`src/rtl/key_conditioner_if.sv`:
```
// rtl/key_conditioner_if.sv - key conditioner signal bundle
//
// Purpose: groups the raw key inputs and the conditioned key outputs.
// Ports (signals):
//    key_n         raw active-low keys, driven by the board side (master)
//    pressed       debounced active-high level per key
//    press_pulse   one-cycle pulse on accepted press and on each auto-repeat
//    release_pulse one-cycle pulse on accepted release
interface key_conditioner_if #(
   parameter int N_KEYS = 3
);
   logic [N_KEYS-1:0] key_n;
   logic [N_KEYS-1:0] pressed;
   logic [N_KEYS-1:0] press_pulse;
   logic [N_KEYS-1:0] release_pulse;

   modport master (
      output key_n,
      input  pressed,
      input  press_pulse,
      input  release_pulse
   );

   modport slave (
      input  key_n,
      output pressed,
      output press_pulse,
      output release_pulse
   );
endinterface

```
`src/rtl/key_conditioner.sv`:
```
// rtl/key_conditioner.sv - synchronise, debounce and auto-repeat push-buttons
//
// Purpose: per key, a 2-flop synchroniser, a stability-count debouncer and an
// optional auto-repeat state machine; every output is registered.
// Ports:
//    clk    system clock
//    reset  synchronous active-high reset
//    kbus   key_conditioner_if.slave (key_n in; pressed/press_pulse/release_pulse out)
module key_conditioner #(
   parameter int                N_KEYS          = 3,
   parameter int                DEBOUNCE_CYCLES = 1000000,
   parameter int                REPEAT_DELAY    = 25000000,
   parameter int                REPEAT_RATE     = 5000000,
   parameter logic [N_KEYS-1:0] REPEAT_MASK     = {N_KEYS{1'b0}}
) (
   input  logic               clk,
   input  logic               reset,
   key_conditioner_if.slave   kbus
);
   localparam int CNT_W   = $clog2(DEBOUNCE_CYCLES + 1);
   localparam int REP_MAX = (REPEAT_DELAY > REPEAT_RATE) ? REPEAT_DELAY : REPEAT_RATE;
   localparam int REP_W   = $clog2(REP_MAX + 1);

   typedef enum logic [1:0] {
      ST_IDLE  = 2'd0,
      ST_DELAY = 2'd1,
      ST_RATE  = 2'd2
   } state_t;

   logic [N_KEYS-1:0] r_sync1;
   logic [N_KEYS-1:0] r_sync2;
   logic [N_KEYS-1:0] r_stable;
   logic [N_KEYS-1:0] r_press_pulse;
   logic [N_KEYS-1:0] r_release_pulse;
   logic [CNT_W-1:0]  r_cnt     [N_KEYS];
   logic [REP_W-1:0]  r_rep_cnt [N_KEYS];
   state_t            r_state   [N_KEYS];

   logic [N_KEYS-1:0] w_s;
   logic [N_KEYS-1:0] w_accept;

   assign w_s = ~r_sync2;

   // A level change is accepted on the edge where the input has already
   // differed for DEBOUNCE_CYCLES-1 previous cycles and still differs.
   always_comb begin
      w_accept = '0;
      for (int i = 0; i < N_KEYS; i++) begin
         w_accept[i] = (w_s[i] != r_stable[i]) && (r_cnt[i] == CNT_W'(DEBOUNCE_CYCLES - 1));
      end
   end

   always_ff @(posedge clk) begin
      if (reset) begin
         r_sync1         <= '1;
         r_sync2         <= '1;
         r_stable        <= '0;
         r_press_pulse   <= '0;
         r_release_pulse <= '0;
         for (int i = 0; i < N_KEYS; i++) begin
            r_cnt[i]     <= '0;
            r_rep_cnt[i] <= '0;
            r_state[i]   <= ST_IDLE;
         end
      end else begin
         r_sync1 <= kbus.key_n;
         r_sync2 <= r_sync1;
         for (int i = 0; i < N_KEYS; i++) begin
            r_press_pulse[i]   <= 1'b0;
            r_release_pulse[i] <= 1'b0;

            // debouncer
            if (w_s[i] == r_stable[i]) begin
               r_cnt[i] <= '0;
            end else if (w_accept[i]) begin
               r_stable[i] <= w_s[i];
               r_cnt[i]    <= '0;
               if (w_s[i]) r_press_pulse[i]   <= 1'b1;
               else        r_release_pulse[i] <= 1'b1;
            end else begin
               r_cnt[i] <= r_cnt[i] + CNT_W'(1);
            end

            // auto-repeat; rep_cnt holds cycles remaining minus one, so a
            // zero count fires on this edge
            case (r_state[i])
               ST_IDLE: begin
                  if (REPEAT_MASK[i] && w_accept[i] && w_s[i]) begin
                     r_rep_cnt[i] <= REP_W'(REPEAT_DELAY - 1);
                     r_state[i]   <= ST_DELAY;
                  end
               end
               ST_DELAY, ST_RATE: begin
                  // stable is high here, so any accept is a release; it
                  // wins over a due repeat pulse
                  if (w_accept[i]) begin
                     r_rep_cnt[i] <= '0;
                     r_state[i]   <= ST_IDLE;
                  end else if (r_rep_cnt[i] == '0) begin
                     r_press_pulse[i] <= 1'b1;
                     r_rep_cnt[i]     <= REP_W'(REPEAT_RATE - 1);
                     r_state[i]       <= ST_RATE;
                  end else begin
                     r_rep_cnt[i] <= r_rep_cnt[i] - REP_W'(1);
                  end
               end
               default: begin
                  r_rep_cnt[i] <= '0;
                  r_state[i]   <= ST_IDLE;
               end
            endcase
         end
      end
   end

   assign kbus.pressed       = r_stable;
   assign kbus.press_pulse   = r_press_pulse;
   assign kbus.release_pulse = r_release_pulse;
endmodule

```
`src/flat_wrapper.sv`:
```
// flat-port wrapper written by rule: the top's interface ports become plain ports
module key_conditioner_flat 
#(
   parameter int                N_KEYS          = 3,
   parameter int                DEBOUNCE_CYCLES = 1000000,
   parameter int                REPEAT_DELAY    = 25000000,
   parameter int                REPEAT_RATE     = 5000000,
   parameter logic [N_KEYS-1:0] REPEAT_MASK     = {N_KEYS{1'b0}}
)
  (clk, reset, kbus_key_n, kbus_pressed, kbus_press_pulse, kbus_release_pulse);
  key_conditioner_if #(.N_KEYS(N_KEYS)) kbus_i ();
  input  logic clk;
  input  logic reset;
  input wire logic [$bits(kbus_i.key_n)-1:0] kbus_key_n;
  output wire logic [$bits(kbus_i.pressed)-1:0] kbus_pressed;
  output wire logic [$bits(kbus_i.press_pulse)-1:0] kbus_press_pulse;
  output wire logic [$bits(kbus_i.release_pulse)-1:0] kbus_release_pulse;
  assign kbus_i.key_n = kbus_key_n;
  assign kbus_pressed = kbus_i.pressed;
  assign kbus_press_pulse = kbus_i.press_pulse;
  assign kbus_release_pulse = kbus_i.release_pulse;
  key_conditioner #(.N_KEYS(N_KEYS), .DEBOUNCE_CYCLES(DEBOUNCE_CYCLES), .REPEAT_DELAY(REPEAT_DELAY), .REPEAT_RATE(REPEAT_RATE), .REPEAT_MASK(REPEAT_MASK)) u_core (.clk(clk), .reset(reset), .kbus(kbus_i));
endmodule
```
`config.mk`:
```
export PLATFORM = sky130hd
export DESIGN_NAME = key_conditioner_flat
export DESIGN_NICKNAME = d
export VERILOG_FILES = /design/src/rtl/key_conditioner_if.sv /design/src/rtl/key_conditioner.sv /design/src/flat_wrapper.sv
export SDC_FILE = /design/constraint.sdc
export NUM_CORES = 1
export LEC_CHECK = 0
export CAP_MARGIN = 20
export CORE_AREA = 2 2 120 122
export DETAILED_ROUTE_END_ITERATION = 7
export DIE_AREA = 0 0 122 124
export GPL_TIMING_DRIVEN = 0
export MAX_ROUTING_LAYER = met4
export PLACE_DENSITY_LB_ADDON = 0.1
export SLEW_MARGIN = 25
export SYNTH_ARGS = -nofsm -noshare
export SYNTH_HDL_FRONTEND = slang
export SYNTH_SLANG_ARGS = --single-unit
export TNS_END_PERCENT = 20
```
`constraint.sdc`:
```
create_clock -name clk -period 2.75 [get_ports clk]
set_input_delay 0.275 -clock clk [delete_from_list [all_inputs] [get_ports clk]]
set_output_delay 0.275 -clock clk [all_outputs]
set_load 0.05 [all_outputs]
```
## Word level (Yosys, flattened, before mapping)

Memory sizes are Yosys's and may differ from the RTL's.
Index checks and enable logic that the tools add are counted.

- Register bits: 15
- RAM bits: 138
- Bits of input ports: 5
- Output and inout bits: 9
- Logic and storage cells: 225
- Memories: 3

Memories:

| memory | words | bits a word | read ports | clocked after Yosys merged registers in | write ports | line | RTL |
|---|---|---|---|---|---|---|---|
| u_core.r_rep_cnt | 3 | 25 | 3 | 0 | 3 | key_conditioner.sv:36 | `logic [REP_W-1:0] r_rep_cnt [N_KEYS];` |
| u_core.r_cnt | 3 | 20 | 3 | 0 | 3 | key_conditioner.sv:35 | `logic [CNT_W-1:0] r_cnt [N_KEYS];` |
| u_core.r_state | 3 | 1 | 3 | 0 | 3 | key_conditioner.sv:37 | `state_t r_state [N_KEYS];` |

- Add/sub/neg operators: 6
- Eq/ne operators: 15
- Multiplexer cells: 134
- Bitwise gates (word level): 37
- Reduce and logical (&&, ||, !) cells: 21

Operators by type and width:

| cell | count |
|---|---|
| $mux W25 | 12 |
| $mux W20 | 9 |
| $mux W1 | 113 |
| $logic_not A25 Y1 | 3 |
| $sub A25 B1 Y25 const B | 3 |
| $add A20 B1 Y20 const B | 3 |
| $eq A20 B20 Y1 const B | 3 |
| $or A1 B1 Y1 | 30 |
| $reduce_or A3 Y1 | 6 |
| $eq A2 B1 Y1 const B | 3 |
| $eq A2 B2 Y1 const B | 3 |
| $logic_not A2 Y1 | 3 |
| $not A1 Y1 | 6 |
| $reduce_and A2 Y1 | 3 |
| $reduce_or A2 Y1 | 3 |
| $eq A1 B1 Y1 | 3 |
| $logic_and A1 B1 Y1 | 3 |
| $ne A1 B1 Y1 | 3 |
| $not A3 Y3 | 1 |

## Longest topological paths before layout

Gate-level depths: netlist of the first run.

- Depth after elaboration: 11
- Mapped depth: 9
- Depth with buffers taken out: 7

## Least setup slack after synthesis of the first run

Ideal clock, no wire load.

- Path type: reg-to-reg
- Start: memory u_core.r_rep_cnt[0][10] (netlist name)
- End: memory u_core.r_rep_cnt[0][12] (netlist name) (data pin)
- Library setup time: 0.254 ns
- Data arrival time: 2.129 ns
- Data required time: 2.496 ns
- Setup slack: 0.367 ns
- Stages on the path, launching flop included: 8
- Path buffers: 2
- Period minus slack after synthesis: 2.383 ns
- Path through: edfxtp_1 or4_4 or4_4 or3_1 buf_6 nand2b_4 buf_6 nor2_1

RTL lines:

| element | line |
|---|---|
| from (decl) | key_conditioner.sv:36 |

==> flow_summary.json, run 1 <==
{
  "regToRegEndpoint": "u_core.r_cnt[0][16]",
  "clock_latency_ns": 0.42,
  "hp-start": "u_core.r_sync1[0]",
  "min_period_ns": 2.67,
  "async_reset_ff_share_pct": 0,
  "die_height_um": 124,
  "design_power_total_mw": 5.38,
  "crit_path_end_kind": "flop",
  "port_buffers": 13,
  "globalRouteTotalUtil_pct": 22.9,
  "antenna_found_initial": 0,
  "critPathKind": "reg2reg",
  "power_density_nw_per_um2": 580,
  "globalRouteOverflowTotal": 0,
  "postCtsSetupBuffers": 0,
  "diodes": 0,
  "crit_fanout": 10,
  "rsz0062_at_grt": "yes",
  "stdcell_count": 1031,
  "fmaxAchievable_ghz": 0.375,
  "cts-buffers-inserted": 17,
  "syn_inst": 749,
  "fin_util_pct": 67.6,
  "yosys_most_used_dff": "edfxtp_1",
  "min_path_cells": 1,
  "crit_path_start_kind": "flop",
  "postSynthAreaPerCell_um2": 10.8,
  "slew_violations": 0,
  "hold_viol": 0,
  "r2r.worst_path.cells": 7,
  "worst_pin_slew_ns": 0.725,
  "grt_pass1_wl_mm": 26.6,
  "clk_pin_slew_ns": 0.06,
  "drtIter0Drc": 401,
  "reg2reg_slack_ns": 0.08,
  "cts_root_buf": "clkbuf_16",
  "nFillCells": 1067,
  "dr.pass1.iters": 5,
  "clockBufferDepth": 2,
  "worstPathRequired_ns": 2.90,
  "dp_hpwl_mm": 10.7,
  "setup_viol_count_final": 0,
  "core_area_um2": 13700,
  "cp_common_cell": "nor2_1",
  "ys_warn_count": 0,
  "syn-cell-area_um2": 8080,
  "status": "finished clean",
  "grt_max_degree": 26,
  "fin_hold_ws_ns": 0.407,
  "seq_area_frac_synth_pct": 54.9,
  "slowest_stage": "or4_1",
  "htreeDepth": 4,
  "multi_input_area_um2": 3700,
  "min_delay_worst_endpoint": "u_core.r_sync2[0]",
  "antenna_left": 0,
  "maxCapViolations": 0,
  "drive_above_1_share_pct": 8.34,
  "ys_seq_elements": 153,
  "gp_congestion": 0.857,
  "ff_latch_area_um2": 4430,
  "rows": 43,
  "r2r_start": "u_core.r_cnt[0][0]",
  "synth_edf_count": 137,
  "nets": 852,
  "cp.arrival_ns": 2.82,
  "fin_worst_skew_ns": 0.00704,
  "wire_per_inst_um": 15.3,
  "via_per_inst": 5.58,
  "finalCritPeriodShare_pct": 96.9,
  "grt_pass1_vias": 5651,
  "start_util_pct": 58.9,
  "synthDistinctLibCells": 51,
  "dieArea_um2": 15100,
  "drc_errors": 0,
  "die_x_um": 122,
  "path_cells": "ha_1 -> nand3_1 -> or4_1 -> nor2_1 -> or3_1 -> clkbuf_1 -> nor2_1",
  "cpPeakStageDelay_ns": 0.65,
  "io_pins": 14,
  "wirelength_mm": 15.8,
  "vias": 5753,
  "p_leak_nw": 3.12,
  "cts_tree": "yes",
  "synthToLayoutAreaGrowth_pct": 14.9,
  "ir_worst_vdd_mv": 0.350,
  "dp_cells": 1001,
  "relSlewSlack_pct": 51.3,
  "hp-class": "reg2reg",
  "clock-sinks": 153
}
synthesized netlist by cell type, types with 13 or more instances:
| cell | count | area, um^2 |
|---|---|---|
| nor4_1 | 20 | 125 |
| clkbuf_1 | 16 | 60.1 |
| dfxtp_1 | 16 | 320 |
| nor2_1 | 135 | 507 |
| inv_1 | 17 | 63.8 |
| nand3_1 | 31 | 155 |
| nand4_1 | 26 | 163 |
| and4_1 | 13 | 114 |
| nand2_1 | 41 | 154 |
| xor2_1 | 60 | 526 |
| edfxtp_1 | 137 | 4110 |
| a21oi_1 | 30 | 150 |
| nor3_1 | 31 | 155 |
| xnor2_1 | 60 | 526 |
worst max path at each step:
stage,start,end,slack (ns),depth (start not counted)
2_1_floorplan,u_core.r_rep_cnt[0][10],u_core.r_rep_cnt[0][12],0.37,7
3_3_place_gp,reset,u_core.r_rep_cnt[1][13],-0.07,4
3_5_place_dp,reset,u_core.r_rep_cnt[1][12],-0.1,4
4_1_cts,u_core.r_cnt[0][0],u_core.r_rep_cnt[0][22],0.03,6
5_1_grt,u_core.r_cnt[0][0],u_core.r_cnt[0][0],-0.06,7
6_report,u_core.r_cnt[0][0],u_core.r_cnt[0][16],0.08,7
critical path: cells and delay by family (launching register included):
| family | cells | cell delay [ns] |
|---|---|---|
| buffers and inverters | 1 | 0.39 |
| AND/OR/NAND/NOR | 5 | 1.41 |
| flip-flops | 1 | 0.39 |
| adder cells (fa/ha/maj) | 1 | 0.21 |
report_power, final:
part	total, mW	internal (mW)	switching (mW)
Clock	2.33	1.45	0.882
Sequential	2.74	2.63	0.105
Combinational	0.306	0.122	0.184
Total	5.38	4.21	1.17
logic make-up after synthesis:
kind of cell / synth area share [%]
other: 0.0464
and+or+nand+nor: 23.3
xor gates and xnor gates: 13.0
DFF: 54.9
buffers and inverters: 2.45
adders and majority gates: 1.39
AOI/OAI and AO/OA: 4.88
stage by stage:
stage          cell area, um^2  setup slack, ns  setup TNS (ns)
6_report                  9280           0.0845               0
5_1_grt                   9280          -0.0614          -0.927
4_1_cts                   9250           0.0338               0
3_5_place_dp              8650          -0.0957           -4.58
3_3_place_gp              8650          -0.0669           -2.94
2_1_floorplan             8300            0.367               0
routing by layer:
metal,GRT usage [%],vias to the layer above,part of all wire (%)
li1,-,2840,-
met1,29.1,2755,45
met2,37.2,130,50
met3,4.08,28,3.5
met4,8.62,0,1.7
met5,-,-,0
repair_timing:
| item | in CTS | in global routing |
|---|---|---|
| endpoints found under the setup margin | 18 | 79 |
| hold buffers | 0 | 0 |
| resized for setup | 1 | 9 |
| gates cloned | 0 | 0 |
final cells by class:
| type | count | area share, % |
|---|---|---|
| clock buffer | 25 | 5.45 |
| tap | 180 | 2.43 |
| clock inverter | 7 | 0.958 |
| timing repair buffer | 13 | 1.40 |
| inverter | 17 | 0.688 |
| buffer | 22 | 1.40 |
| sequential | 153 | 47.8 |
| multi-input combinational | 614 | 39.9 |
registers in the layout, summed over array words and instances (netlist names):
register,count
u_core.kbus.press_pulse,3
u_core.r_sync1,3
u_core.r_state,3
u_core.kbus.pressed,3
u_core.kbus.release_pulse,3
u_core.r_rep_cnt,75
u_core.r_sync2,3
u_core.r_cnt,60
placed cells by master, fill, tap and decap left out, types with 3 or more instances in the layout:
master	instances
nand3b_1	3
nand4_1	26
nor2b_1	3
xor2_1	60
nand3_1	31
edfxtp_1	137
or4_1	8
clkbuf_16	17
nor4b_1	6
and2_1	3
o31a_1	3
a21oi_1	30
clkbuf_1	16
nor4_1	19
nor4_2	3
xnor2_1	60
and3_1	9
clkbuf_8	5
inv_1	17
nand2_1	38
or4_4	3
nor2_1	135
or3_1	7
nand2b_1	3
nand4b_1	3
clkdlybuf4s50_1	13
a31oi_1	4
ha_1	9
and4_1	13
nor3_1	31
or2_2	7
a21oi_2	8
conb_1	60
dfxtp_1	16
buf_6	3
buf_2	3
o21ai_0	5
a211oi_1	3
(Power assumes the default switching activity.)
==> run 2, diff against run 1 <==
--- a/config.mk
+++ b/config.mk
@@ -12,6 +12,7 @@
 export GPL_TIMING_DRIVEN = 0
 export MAX_ROUTING_LAYER = met4
 export PLACE_DENSITY_LB_ADDON = 0.1
+export RECOVER_POWER = 50
 export SLEW_MARGIN = 25
 export SYNTH_ARGS = -nofsm -noshare
 export SYNTH_HDL_FRONTEND = slang
==> run 2 against run 1 <==
Net effect:
- flip-flop and latch count did not move
- global-route usage did not move
- register-to-register slack barely moved
- via count fell by 0.31%
- total power barely moved
- cell area barely moved
- clock skew barely moved
- sequential power barely moved
- clock power barely moved
- final cell count did not move
- sequential share of layout area barely moved
- first-iteration DRC count rose by 0.50%
- critical path type unchanged
==> flow_summary.json, run 2 (synthesis gave the netlist of run 1 again) <==
{
  "via_per_inst": 5.56,
  "setup_slack_ns": 0.0795,
  "crit_fanout": 10,
  "crit_path_end_kind": "flop",
  "clock_latency_ns": 0.42,
  "wire_per_inst_um": 15.3,
  "stdcell_count": 1031,
  "min_path_cells": 1,
  "slowest_stage": "or4_1",
  "cpPeakStageDelay_ns": 0.64,
  "drtIter0Drc": 403,
  "gp_congestion": 0.857,
  "clk_pin_slew_ns": 0.06,
  "clockBufferDepth": 2,
  "setup_viol_count_final": 0,
  "core_area_um2": 13700,
  "hold_viol": 0,
  "fmaxAchievable_ghz": 0.374,
  "hp-class": "reg2reg",
  "layout_common_cells": "edfxtp_1, nor2_1, xor2_1, xnor2_1, conb_1",
  "finalCritPeriodShare_pct": 97.1,
  "dp_hpwl_mm": 10.7,
  "io_pins": 14,
  "globalRouteOverflowTotal": 0,
  "hp-start": "u_core.r_sync1[0]",
  "die_height_um": 124,
  "rsz0062_at_grt": "yes",
  "slew_violations": 0,
  "relSlewSlack_pct": 27.7,
  "p_clk_share_pct": 43.4,
  "start_util_pct": 58.9,
  "worst_pin_slew_ns": 1.08,
  "top_regs": "u_core.r_rep_cnt (75), u_core.r_cnt (60)",
  "top_register": "u_core.r_rep_cnt",
  "fin_worst_skew_ns": 0.00739,
  "drive_above_1_share_pct": 7.87,
  "worstPathRequired_ns": 2.90,
  "htreeDepth": 4,
  "antenna_left": 0,
  "sw_frac_of_total_pct": 21.8,
  "cp.arrival_ns": 2.83,
  "cts-buffers-inserted": 17,
  "power_density_nw_per_um2": 580,
  "path_cells": "ha_1 -> nand3_1 -> or4_1 -> nor2_1 -> or3_1 -> clkbuf_1 -> nor2_1",
  "antenna_found_initial": 0,
  "cp_common_cell": "nor2_1",
  "min_delay_worst_endpoint": "u_core.r_sync2[0]",
  "vias": 5735,
  "layout_commonest_cell": "edfxtp_1",
  "grt_max_degree": 26,
  "p_sw_mw": 1.17,
  "status": "finished clean",
  "wirelength_mm": 15.8,
  "maxCapViolations": 0,
  "dieArea_um2": 15100,
  "synthToLayoutAreaGrowth_pct": 14.8,
  "reg2reg_slack_ns": 0.08,
  "critPathKind": "reg2reg",
  "rows": 43,
  "ir_worst_vdd_mv": 0.352,
  "port_buffers": 13,
  "nets": 852,
  "seqPwrFrac_pct": 51.0,
  "regToRegEndpoint": "u_core.r_cnt[0][12]",
  "internal_power_mw": 4.21,
  "dp_slack_ns": -0.0957,
  "drc_errors": 0,
  "globalRouteTotalUtil_pct": 22.9,
  "combinationalPowerShare_pct": 5.7,
  "clock-sinks": 153,
  "dp_cells": 1001,
  "min_period_ns": 2.67,
  "design_power_total_mw": 5.38,
  "diodes": 0,
  "grt_pass1_wl_mm": 26.6,
  "crit_path_start_kind": "flop",
  "r2r_start": "u_core.r_cnt[0][0]",
  "dr.pass1.iters": 5,
  "cts_hold_buffers": 0,
  "cts_root_buf": "clkbuf_16",
  "p_leak_nw": 3.14,
  "grt_pass1_vias": 5651,
  "die_x_um": 122,
  "cts_tree": "yes",
  "largest_register_ff_count": 75,
  "r2r.worst_path.cells": 7
}
==> run 2: changes by cell type in the layout (fill, tap and decap cells not counted) <==
cell / delta
nand2_2: -2
dlygate4sd3_1: +9
and2_1: -1
clkdlybuf4s50_1: -9
or2_2: -1
and2_0: +1
or2_1: +1
nand2_1: +2
buf_2: -1
clkbuf_1: +1
==> run 2: area by class of cell <==
cell class,instances,area [um^2]
fill,1070,4450
sequential,153,4430
multi-input combinational,614,3690
clock buffer,25,505
tap,180,225
timing repair buffer,13,130
buffer,22,129
clock inverter,7,88.8
inverter,17,63.8
==> run 2: critical path: cells and delay by family, from the launching register on <==
family | cells | cell delay [ns]
adder cells (fa/ha/maj) | 1 | 0.21
AND/OR/NAND/NOR | 5 | 1.40
flip-flops | 1 | 0.39
buffers and inverters | 1 | 0.39
==> run 2: metal layers <==
| layer | up-vias | GRT usage [%] | share of wire, % |
|---|---|---|---|
| li1 | 2840 | - | - |
| met1 | 2753 | 29.1 | 45 |
| met2 | 119 | 37.2 | 50 |
| met3 | 23 | 4.08 | 3.0 |
| met4 | 0 | 8.62 | 1.7 |
| met5 | - | - | 0 |
==> run 2: through the flow <==
stage	util [%]	instance area (um^2)	hold slack (ns)	TNS, ns
2_1_floorplan	-	8300	0.379	0
3_3_place_gp	63.1	8650	0.397	-2.94
3_5_place_dp	63.1	8650	0.394	-4.58
4_1_cts	67.4	9250	0.407	0
5_1_grt	67.6	9270	0.418	-1.39
6_report	67.6	9270	0.406	0
==> run 2: what timing repair did <==
item | in CTS | in global routing
cloned | 0 | 0
pin swaps | 0 | 0
gates resized for setup | 1 | 9
setup buffers | 0 | 0
setup endpoints to repair | 18 | 79
==> run 2: worst max path at each step <==
| stage | startpoint | to | depth (start not counted) |
|---|---|---|---|
| 4_1_cts | u_core.r_cnt[0][0] | u_core.r_rep_cnt[0][22] | 6 |
| 2_1_floorplan | u_core.r_rep_cnt[0][10] | u_core.r_rep_cnt[0][12] | 7 |
| 3_5_place_dp | reset | u_core.r_rep_cnt[1][12] | 4 |
| 5_1_grt | u_core.r_cnt[1][0] | u_core.r_cnt[1][12] | 8 |
| 6_report | u_core.r_cnt[0][0] | u_core.r_cnt[0][12] | 7 |
| 3_3_place_gp | reset | u_core.r_rep_cnt[1][13] | 4 |
==> run 2: power groups by stage <==
stage | logic, mW | clock network (mW) | registers, mW
floorplan | 0.237 | 0 | 2.76
global placement | 0.287 | 0 | 2.77
detailed placement | 0.296 | 0 | 2.78
CTS | 0.301 | 2.36 | 2.74
global route | 0.343 | 2.46 | 2.75
finish | 0.305 | 2.33 | 2.74
